<file path="src/rtl/muldiv_unit.sv">
// Iterative radix-2 RV32M multiply/divide unit: shift-add multiply and restoring
// divide on operand magnitudes, one bit per clock, with a fast path for divide corner cases.
module muldiv_unit #(
    parameter int unsigned XLEN = 32
) (
    input  logic            clk,
    input  logic            rst,
    input  logic            start,
    input  logic [2:0]      op,
    input  logic [XLEN-1:0] a,
    input  logic [XLEN-1:0] b,
    output logic            busy,
    output logic            done,
    output logic [XLEN-1:0] result,
    output logic            zero
);

    localparam int unsigned CW = $clog2(XLEN);
    localparam int unsigned AW = 2 * XLEN;
    localparam logic [2:0] OP_MUL    = 3'b000;
    localparam logic [2:0] OP_MULH   = 3'b001;
    localparam logic [2:0] OP_MULHSU = 3'b010;
    localparam logic [2:0] OP_DIV    = 3'b100;
    localparam logic [2:0] OP_REM    = 3'b110;

    typedef enum logic [1:0] {IDLE, RUN, DONE} state_t;

    state_t          state, state_next;
    logic [CW-1:0]   count, count_next;
    logic [AW-1:0]   acc, acc_next;
    logic [XLEN-1:0] opd, opd_next;
    logic [2:0]      op_q, op_next;
    logic            neg_q, neg_next;
    logic [XLEN-1:0] result_next;

    logic            sgn_a, sgn_b, neg_in, div_zero, div_ovf;
    logic [XLEN-1:0] mag_a, mag_b, fast_val;
    logic [XLEN:0]   mul_sum, div_diff;
    logic [AW-1:0]   step, prod;
    logic [XLEN-1:0] div_sel, fix_res;

    // Operand signedness, magnitudes and divide corner cases at issue
    always_comb begin
        sgn_a    = a[XLEN-1] & ((op == OP_MULH) || (op == OP_MULHSU) ||
                                (op == OP_DIV)  || (op == OP_REM));
        sgn_b    = b[XLEN-1] & ((op == OP_MULH) || (op == OP_DIV) || (op == OP_REM));
        mag_a    = sgn_a ? -a : a;
        mag_b    = sgn_b ? -b : b;
        neg_in   = (op[2] && op[1]) ? sgn_a : (sgn_a ^ sgn_b);
        div_zero = op[2] && (b == '0);
        div_ovf  = op[2] && !op[0] && (a == {1'b1, {(XLEN-1){1'b0}}}) && (b == '1);
        if (div_zero) fast_val = op[1] ? a : '1;
        else          fast_val = op[1] ? '0 : a;
    end

    // One iteration plus the sign fix-up applied on the final iteration
    always_comb begin
        mul_sum  = {1'b0, acc[AW-1:XLEN]} + {1'b0, opd};
        div_diff = acc[AW-1:XLEN-1] - {1'b0, opd};
        if (op_q[2]) begin
            step = div_diff[XLEN] ? {acc[AW-2:0], 1'b0}
                                  : {div_diff[XLEN-1:0], acc[XLEN-2:0], 1'b1};
        end else begin
            step = acc[0] ? {mul_sum, acc[XLEN-1:1]} : {1'b0, acc[AW-1:1]};
        end
        prod    = neg_q ? -step : step;
        div_sel = op_q[1] ? step[AW-1:XLEN] : step[XLEN-1:0];
        if (op_q[2])              fix_res = neg_q ? -div_sel : div_sel;
        else if (op_q == OP_MUL)  fix_res = prod[XLEN-1:0];
        else                      fix_res = prod[AW-1:XLEN];
    end

    // Next-state and datapath updates
    always_comb begin
        state_next  = state;
        count_next  = count;
        acc_next    = acc;
        opd_next    = opd;
        op_next     = op_q;
        neg_next    = neg_q;
        result_next = result;
        case (state)
            IDLE, DONE: begin
                if (state == DONE) state_next = IDLE;
                if (start) begin
                    op_next    = op;
                    neg_next   = neg_in;
                    count_next = '0;
                    if (div_zero || div_ovf) begin
                        result_next = fast_val;
                        state_next  = DONE;
                    end else begin
                        opd_next   = op[2] ? mag_b : mag_a;
                        acc_next   = {{XLEN{1'b0}}, (op[2] ? mag_a : mag_b)};
                        state_next = RUN;
                    end
                end
            end
            RUN: begin
                acc_next   = step;
                count_next = count + CW'(1);
                if (count == CW'(XLEN - 1)) begin
                    result_next = fix_res;
                    state_next  = DONE;
                end
            end
            default: state_next = IDLE;
        endcase
    end

    always_ff @(posedge clk) begin
        if (rst) begin
            state  <= IDLE;
            count  <= '0;
            acc    <= '0;
            opd    <= '0;
            op_q   <= '0;
            neg_q  <= 1'b0;
            result <= '0;
            busy   <= 1'b0;
            done   <= 1'b0;
        end else begin
            state  <= state_next;
            count  <= count_next;
            acc    <= acc_next;
            opd    <= opd_next;
            op_q   <= op_next;
            neg_q  <= neg_next;
            result <= result_next;
            busy   <= (state_next == RUN);
            done   <= (state_next == DONE);
        end
    end

    assign zero = (result == '0);

endmodule

</file>
<file path="config.mk">
export PLATFORM = sky130hd
export DESIGN_NAME = muldiv_unit
export DESIGN_NICKNAME = d
export VERILOG_FILES = /design/src/rtl/muldiv_unit.sv
export SDC_FILE = /design/constraint.sdc
export NUM_CORES = 1
export LEC_CHECK = 0
export CORE_ASPECT_RATIO = 1.75
export CORE_MARGIN = 2
export CORE_UTILIZATION = 25
export CTS_CLUSTER_DIAMETER = 150
export CTS_CLUSTER_SIZE = 30
export DETAILED_ROUTE_END_ITERATION = 8
export SYNTH_ARGS = -nofsm -noshare
export SYNTH_HDL_FRONTEND = slang
export SYNTH_SLANG_ARGS = --single-unit
</file>
<file path="constraint.sdc">
create_clock -name clk -period 19.9 [get_ports clk]
set_input_delay 3.98 -clock clk [delete_from_list [all_inputs] [get_ports clk]]
set_output_delay 3.98 -clock clk [all_outputs]
set_load 0.01 [all_outputs]
</file>
# After elaboration in Yosys (flattened, before gate mapping)
# Cells that the tools add are included.
[classes]
addsub = 7
multipliers = 0
div_mod_pow = 0
n_lt_le_gt_ge = 0
n_eq_ne = 15
shifts = 0
mux = 30
bitwise_logic = 4
reduce_logical = 23
[op_table]
columns = ["operator", "count"]
rows = [
  ["$mux 32", 14],
  ["$mux 64", 6],
  ["$pmux 64 s2", 1],
  ["$neg 32->32", 3],
  ["$eq 32x32->1 const B", 2],
  ["$logic_not 32->1", 2],
  ["$neg 64->64", 1],
  ["$pmux 32 s2", 1],
  ["$add 32x32->33", 1],
  ["$sub 33x32->33", 1],
  ["$pmux 5 s2", 1],
  ["$mux 2", 4],
  ["$ne 2x2->1 const B", 4],
  ["$eq 3x3->1 const B", 2],
  ["$logic_or 1x1->1", 6],
  ["$reduce_and 3->1", 2],
  ["$add 5x1->5 const B", 1],
  ["$eq 5x5->1 const B", 1],
  ["$logic_and 1x1->1", 5],
  ["$mux 5", 1],
  ["$eq 2x1->1 const B", 2],
  ["$eq 2x2->1 const B", 2],
  ["$pmux 2 s2", 1],
  ["$reduce_and 2->1", 2],
  ["other kinds (12)", 13],
]
[totals]
regBits = 141
latchBits = 0
ram_bits = 0
romBits = 0
in_bits = 70
output_inout_bits = 35
wordCells = 88
mem_count = 0

# Logic depth before layout (Yosys ltp)
# Gate-level depths: netlist (run 1).
[logic_depth]
depth_word = 10
depth_mapped = 29

# Worst setup path after synthesis (run 1)
# OpenSTA, ideal clock, no wires.
[synth_path]
path_kind = "input-to-reg"
start = "input port b[14]"
end = "register result[22]"
setup_ps = 58
t_arrival_ps = 7060
setup_slack_ps = 12782
cell_stages = 14
path_buffers = 1
path_cell_list = "nor3_1 -> nand2b_1 -> nor3_1 -> nand4_1 -> nor4_1 -> nor3_1 -> a21oi_1 -> nand2b_1 -> inv_1 -> clkbuf_1 -> o21ai_0 -> a221o_1 -> a221oi_1 -> a21o_1"
[synth_via]
elab_chain_cells = 6
[synth_rtl]
columns = ["element", "line_no", "rtl"]
rows = [
  ["start: declaration", "11", "input logic [XLEN-1:0] b,"],
  ["$logic_not 32->1", "50", "div_zero = op[2] && (b == '0);"],
  ["$logic_and 1x1->1", "50", ""],
  ["$mux 32", "52", "if (div_zero) fast_val = op[1] ? a : '1;"],
  ["$mux 32", "89", "if (div_zero || div_ovf) begin"],
  ["$mux 32", "85", "if (start) begin"],
  ["$pmux 32 s2", "82", "case (state)"],
  ["end signal: assignment", "129", "result <= result_next;"],
  ["end: declaration", "14", "output logic [XLEN-1:0] result,"],
]
# Parallel ways exist; a longest one is shown, timed or not. The select of a mux whose other input is x is not followed.
# A chain may end at the register's enable or synchronous reset.

# Worst setup path after layout (run 1)
[layout_path]
start = "register opd[17]"
end = "register result[24]"
[layout_via]
elab_chain_cells = 9
[layout_rtl]
columns = ["element", "line_no", "rtl"]
rows = [
  ["start: declaration", "31", "logic [XLEN-1:0] opd, opd_next;"],
  ["start signal: assignment", "126", "opd <= opd_next;"],
  ["$sub 33x32->33 / $add 32x32->33 (equally long branches)", "59, 58", ""],
  ["$mux 64 (on tied branches)", "61, 64", ""],
  ["$mux 64 (*)", "60", "if (op_q[2]) begin"],
  ["$neg 64->64 / $mux 32 (equally long branches)", "66, 67", ""],
  ["$mux 64 / $neg 32->32 (equally long branches)", "66, 68", ""],
  ["$mux 32 (on tied branches)", "69, 68", ""],
  ["$mux 32 (*)", "68", "if (op_q[2]) fix_res = neg_q ? -div_sel : div_sel;"],
  ["$mux 32 (*)", "102", "if (count == CW'(XLEN - 1)) begin"],
  ["$pmux 32 s2 (*)", "82", ""],
]
# Mark *: on every way between the ends. The rest lies on a longest branch, timed or not. The select of a mux whose other input is x is not followed.

==> impl_metrics.csv, run 1 <==
group,metric,value,unit
clock_network,cts_setup_buffers,0,
setup_path,cpLargestDelayFamily,"simple AND/OR/NAND/NOR gates",
sta,fin_skew,0.0168,ns
power_and_ir_drop,peakVddDrop,0.0000444,V
final_layout,fin_util,29.0,%
die,die_w,202,um
clock_network,cts.sinks,141,
synth,syn_nets,2714,
power_and_ir_drop,swShare,43.0,%
global_route,grt_use_total,23.0,%
clock_network,cts_made_buffers,25,
synth,synth-seq-cells,141,
placement,placement.io_buffers,104,
setup_path,path_buf_inv,4,
setup_path,max_stage_delay,0.75,ns
synth,syn_inst,2571,
clock_network,cts_buffer_depth,3,
power_and_ir_drop,internal_power,0.769,mW
synth,syn_avg_cell_area,6.69,sq um
placement,post_dp_cell_area,0.0191,sq mm
placement,gp_congestion,1.03,
sta,slew_headroom,22.0,%
power_and_ir_drop,p_sw,0.579,mW
final_layout,layout-drive-gt1-share,5.90,%
setup_path,startpoint_type,"register",
setup_path,crit_arrival,8.54,ns
worst_hold_path,hold_class,"register to register",
sta,finalSetupTns,0,ns
die,start_util,25.2,%
flow_run,maxCapViolCount,0,
final_layout,area_delta_synth_final,15.4,%
die,row_count,127,
synth,synth-async-reset-ratio,0,%
sta,max_slew.worst_pin.slew,1.17,ns
die,fp.coreArea,0.0683,sq mm
final_layout,final_nets,2715,
clock_network,cts_tree,"yes",
global_route,antenna_found_initial,2,
sta,timing.final.crit_period,8.14,ns
clock_network,hold_buffers,0,
synth,ys_top_cells_by_count,"nand2_1, nor2_1, a21oi_1",
final_layout,n_fill_cell,7740,
clock_network,clkLatencyLatePin,0.51,ns
synth,synth-seq-area-share,16.4,%
placement,pre_cts_ws,11.34,ns
placement,hpwl,65.5,mm
synth,ys.flop_type,"dfxtp_1",
synth,yosysTopAreaCell,"dfxtp_1",
synth,ys_types,90,
power_and_ir_drop,p_leak,7.08,nW
status,status,"finished clean",
final_layout,final_cell_area,0.0198,sq mm
detailed_routing,ant_nets,0,
setup_path,crit_fanout,25,
setup_path,cp.required,20.30,ns
power_and_ir_drop,p_seq_share,24.6,%
detailed_routing,drc,0,
setup_path,worstSetupPathType,"register to register",
synth,synth.most_common_cell,"nand2_1",
synth,syn-cell-area,0.0172,sq mm
synth,synth_top_area_share,16.4,%
global_route,grt_pass1_vias,19473,
die,die_height,351,um
sta,rsz0062_at_grt,"false",
clock_network,cts_resized,0,
sta,worst_hold_slack,0.482,ns
sta,fin_ws,11.76,ns
clock_network,cts.clk_slew.worst_paths,0.06,ns
detailed_routing,wl_per_cell,24.1,um
setup_path,worstSetupEndpointType,"register",
clock_network,h-tree-depth,4,
global_route,grt_pass1_wl,123,mm
synth,yosysWarnings,0,
detailed_routing,first_pass_iters,6,
global_route,grt_overflow,0,
power_and_ir_drop,share_comb_of_total_power,44.8,%
die,dieArea,0.0710,sq mm
final_layout,n_antenna_cell,0,
sta,setup_viol,0,
detailed_routing,drtIter0Drc,1787,
detailed_routing,viasPerCell,5.82,
setup_path,r2r_setup_slack,11.76,ns
setup_path,cpMostUsedCell,"buf_4",
die,io_pins,105,
global_route,grt_start_max_net_pins,67,
sta,fmax,123,MHz
setup_path,crit_slowest_cell,"nor4b_1",
sta,report.final.slew_viol_count,0,
clock_network,clock-root-buffer,"clkbuf_16",
power_and_ir_drop,powerDensity,67.9,mW/mm^2
power_and_ir_drop,p_clk_share,30.6,%
detailed_routing,dr_total_vias,20239,
synth,synth.area.top_cells,"dfxtp_1, a21oi_1, nand2_1, nor2_1, ha_1",
detailed_routing,wl,83.8,mm
sta,fin_crit_sh,40.9,%
synth,synth_edf_count,0,
sta,hold_viol_final,0,
stage by stage:
stage	power, mW	std cells
final	1.35	3480
after global routing	1.40	3480
after CTS	1.33	3480
after detailed placement	0.917	3448
after global placement	0.918	3448
after floorplan	0.710	2571
layout by cell type, fill, tap and decap left out, drive strengths merged, types with 55 or more instances in the layout:
master and instances:
a211oi 73, a21oi 263, buf 55, clkdlybuf4s50 102, dfxtp 141, ha 71, inv 70, mux2i 62
nand2 315, nand3 76, nor2 305, nor3 72, o21ai 186, xnor2 85, xor2 72
registers in the layout, indices dropped and copies added, names as in the netlist:
signal / count
result: 32
state: 2
count: 5
opd: 32
busy: 1
neg_q: 1
acc: 64
done: 1
op_q: 3
area by class of cell:
type                            instances  area [sq um]  area share, %
Clock buffer                           28           647           3.26
Clock inverter                          4          95.1          0.479
Inverter                               73           274           1.38
Multi-Input combinational cell       2174         13400           67.7
Sequential cell                       141          2830           14.3
Tap cell                              903          1130           5.69
Timing Repair Buffer                  157          1430           7.21
cells by family (layout without fill, tap and decap cells):
logic type      Yosys count  count (layout)  share of synthesized area (%)
flops                   141             141                           16.4
mux                      89              89                           5.60
fa+ha+maj                93              93                           6.56
compound gates          865             865                           32.1
simple gates            970             970                           25.7
buf+inv                 256             262                           5.67
xor+xnor                157             157                           8.00
layer usage:
layer | share of wire [%] | vias up | GRT usage [%]
li1 | - | 9483 | -
met1 | 35 | 9513 | 23.2
met2 | 50 | 933 | 41.4
met3 | 5.2 | 308 | 2.38
met4 | 10 | 2 | 21.0
met5 | 0.016 | - | 0
worst register-to-register path, cell delays in order (launching register included):
cell and delay, ns:
dfxtp_1 0.44, inv_1 0.08, ha_1 0.44, and3_1 0.27, nand2_1 0.11, nor4b_1 0.75
a21bo_1 0.48, a21oi_4 0.22, buf_4 0.37, nor3_2 0.10, a21oi_1 0.21, ha_1 0.21
nand2_1 0.13, or2_1 0.30, or4_1 0.62, nor3_1 0.19, buf_4 0.20, nand2b_1 0.14
a31oi_1 0.53, nand3_1 0.33, or2_0 0.32, buf_4 0.18, or3_1 0.45, o21ai_0 0.23
xnor2_1 0.16, o221ai_1 0.20, a221o_1 0.38
final timing paths:
path | startpoint | end | depth (start not counted)
worst max-delay path | opd[17]$_SDFFE_PP0P_ | result[24]$_SDFFE_PP0P_ | 26
worst min-delay path | opd[9]$_SDFFE_PP0P_ | opd[9]$_SDFFE_PP0P_ | 2
worst max register to register | opd[17]$_SDFFE_PP0P_ | result[24]$_SDFFE_PP0P_ | 26
worst min register to register | opd[9]$_SDFFE_PP0P_ | opd[9]$_SDFFE_PP0P_ | 2
power groups by stage:
stage          sequential [mW]  combinational [mW]  clock, mW
6_report                 0.331               0.604      0.413
5_1_grt                  0.332               0.646      0.424
4_1_cts                  0.329               0.586      0.415
3_5_place_dp             0.335               0.582          0
3_3_place_gp             0.336               0.582          0
2_1_floorplan            0.320               0.389          0
Power figures use the tool's default switching activity.
==> run 2, diff against run 1 <==
==> constraint.sdc (replaced) <==
create_clock -name clk -period 7.8 [get_ports clk]
set_input_delay 1.56 -clock clk [delete_from_list [all_inputs] [get_ports clk]]
set_output_delay 1.56 -clock clk [all_outputs]
set_load 0.01 [all_outputs]
==> impl_metrics.csv, run 2 (synthesis gave the netlist of run 1 again) <==
group,metric,value,unit
status,status,"finished clean",
final_layout,layout-drive-gt1-share,6.44,%
detailed_routing,ant_nets,0,
detailed_routing,drc,0,
clock_network,clkLatencyLatePin,0.52,ns
setup_path,worstSetupEndpointType,"register",
clock_network,h-tree-depth,4,
setup_path,crit_fanout,10,
clock_network,cts_buffer_depth,3,
power_and_ir_drop,p_leak,7.13,nW
final_layout,final_common_cell,"nand2_1",
sta,slew_headroom,26.9,%
clock_network,cts_setup_buffers,0,
global_route,grt_pass1_vias,19892,
global_route,grt_pass1_wl,126,mm
placement,pre_cts_ws,1.06,ns
final_layout,largest_reg_flops,64,
power_and_ir_drop,peakVddDrop,0.000132,V
placement,placement.io_buffers,104,
clock_network,clock-root-buffer,"clkbuf_16",
detailed_routing,viasPerCell,5.81,
die,dieArea,0.0710,sq mm
global_route,antenna_found_initial,1,
clock_network,cts_tree,"yes",
clock_network,cts.clk_slew.worst_paths,0.07,ns
die,row_count,127,
die,fp.coreArea,0.0683,sq mm
sta,fmax,144,MHz
final_layout,regMostFlops,"acc",
worst_hold_path,hold_class,"register to register",
clock_network,cts_made_buffers,25,
final_layout,top_regs,"acc (64), opd (32), result (32)",
die,die_height,351,um
global_route,grt_overflow,0,
detailed_routing,wl_per_cell,24.6,um
detailed_routing,dr_total_vias,20350,
final_layout,area_delta_synth_final,15.9,%
sta,setup_viol,0,
clock_network,hold_buffers,0,
sta,rsz0062_at_grt,"false",
setup_path,startpoint_type,"register",
detailed_routing,drtIter0Drc,1838,
clock_network,cts.sinks,141,
power_and_ir_drop,power,3.38,mW
global_route,grt_start_max_net_pins,74,
clock_network,cts_resized,0,
final_layout,fin_util,29.2,%
placement,gp_congestion,1.00,
die,die_w,202,um
setup_path,worstSetupPathType,"register to register",
sta,timing.final.crit_period,6.92,ns
setup_path,cp.required,8.21,ns
sta,fin_skew,0.0145,ns
final_layout,final_nets,2730,
setup_path,crit_arrival,7.34,ns
sta,max_slew.worst_pin.slew,1.08,ns
detailed_routing,first_pass_iters,5,
placement,hpwl,68.6,mm
sta,fin_crit_sh,88.8,%
global_route,grt_use_total,23.6,%
power_and_ir_drop,powerDensity,170,mW/mm^2
final_layout,final_cell_mix,"nand2_1, nor2_1, a21oi_1",
sta,fin_ws,0.875,ns
sta,report.final.slew_viol_count,0,
sta,finalSetupTns,0,ns
die,start_util,25.2,%
detailed_routing,wl,86.0,mm
die,io_pins,105,
sta,hold_viol_final,0,
flow_run,maxCapViolCount,0,
[run 2: cell count changes in the layout (fill, tap and decap cells not counted), sizes merged]
cell / previous run / this run
clkinv: 4 / 6
clkinvlp: 0 / 2
bufinv: 3 / 0
diode: 0 / 4
buf: 55 / 70
[run 2: final timing paths]
path                             start                      end  slack (ns)  depth (start not counted)
setup / recovery  acc[48]$_SDFFE_PP0P_  result[24]$_SDFFE_PP0P_        0.88                         22
hold / removal     opd[4]$_SDFFE_PP0P_      opd[4]$_SDFFE_PP0P_        0.47                          2
setup reg to reg  acc[48]$_SDFFE_PP0P_  result[24]$_SDFFE_PP0P_        0.88                         22
hold reg to reg    opd[4]$_SDFFE_PP0P_      opd[4]$_SDFFE_PP0P_        0.47                          2
[run 2: routing by layer]
layer | track usage [%] | wire (um) | up-vias
li1 | - | - | 9518
met1 | 23.1 | 29400 | 9546
met2 | 42.5 | 42500 | 929
met3 | 2.58 | 4340 | 357
met4 | 23.4 | 9730 | 0
met5 | 0 | 0 | -
[run 2: worst max-delay path, cell delays in order, from the launching register on]
cell and delay (ns):
dfxtp_1 0.38, ha_1 0.48, and3_1 0.26, nand2_1 0.11, nor4b_1 0.83, a21bo_1 0.45, a21oi_4 0.23, nor3_1 0.11
a21oi_1 0.24, ha_1 0.23, nand2_1 0.11, or2_1 0.29, or4_1 0.58, nor3_1 0.23, nand2b_1 0.13, a31oi_1 0.23
nand3_1 0.18, or2_0 0.35, or3_1 0.51, o21ai_0 0.24, xnor2_1 0.15, o221ai_1 0.15, a221o_1 0.36
[run 2: cell type report]
class	instances	area, sq um
Antenna cell	4	10.0
Clock buffer	28	647
Clock inverter	5	30.0
Fill cell	7696	48400
Inverter	73	274
Multi-Input combinational cell	2174	13400
Sequential cell	141	2830
Tap cell	903	1130
Timing Repair Buffer	172	1570
[run 2: metrics by stage]
stage	cells	area [sq um]	hold WS, ns
6_report	3500	19900	0.473
4_1_cts	3496	19900	0.476
3_3_place_gp	3463	19200	0.458
2_1_floorplan	2571	17200	0.445
3_5_place_dp	3463	19200	0.467
5_1_grt	3499	19900	0.501
[run 2: where the power goes]
part | switching, mW | leakage [nW] | total (mW) | internal (mW)
logic | 1.04 | 5.65 | 1.57 | 0.532
registers | 0.0690 | 1.15 | 0.834 | 0.765
clock network | 0.389 | 0.330 | 0.972 | 0.583
total | 1.50 | 7.13 | 3.38 | 1.88
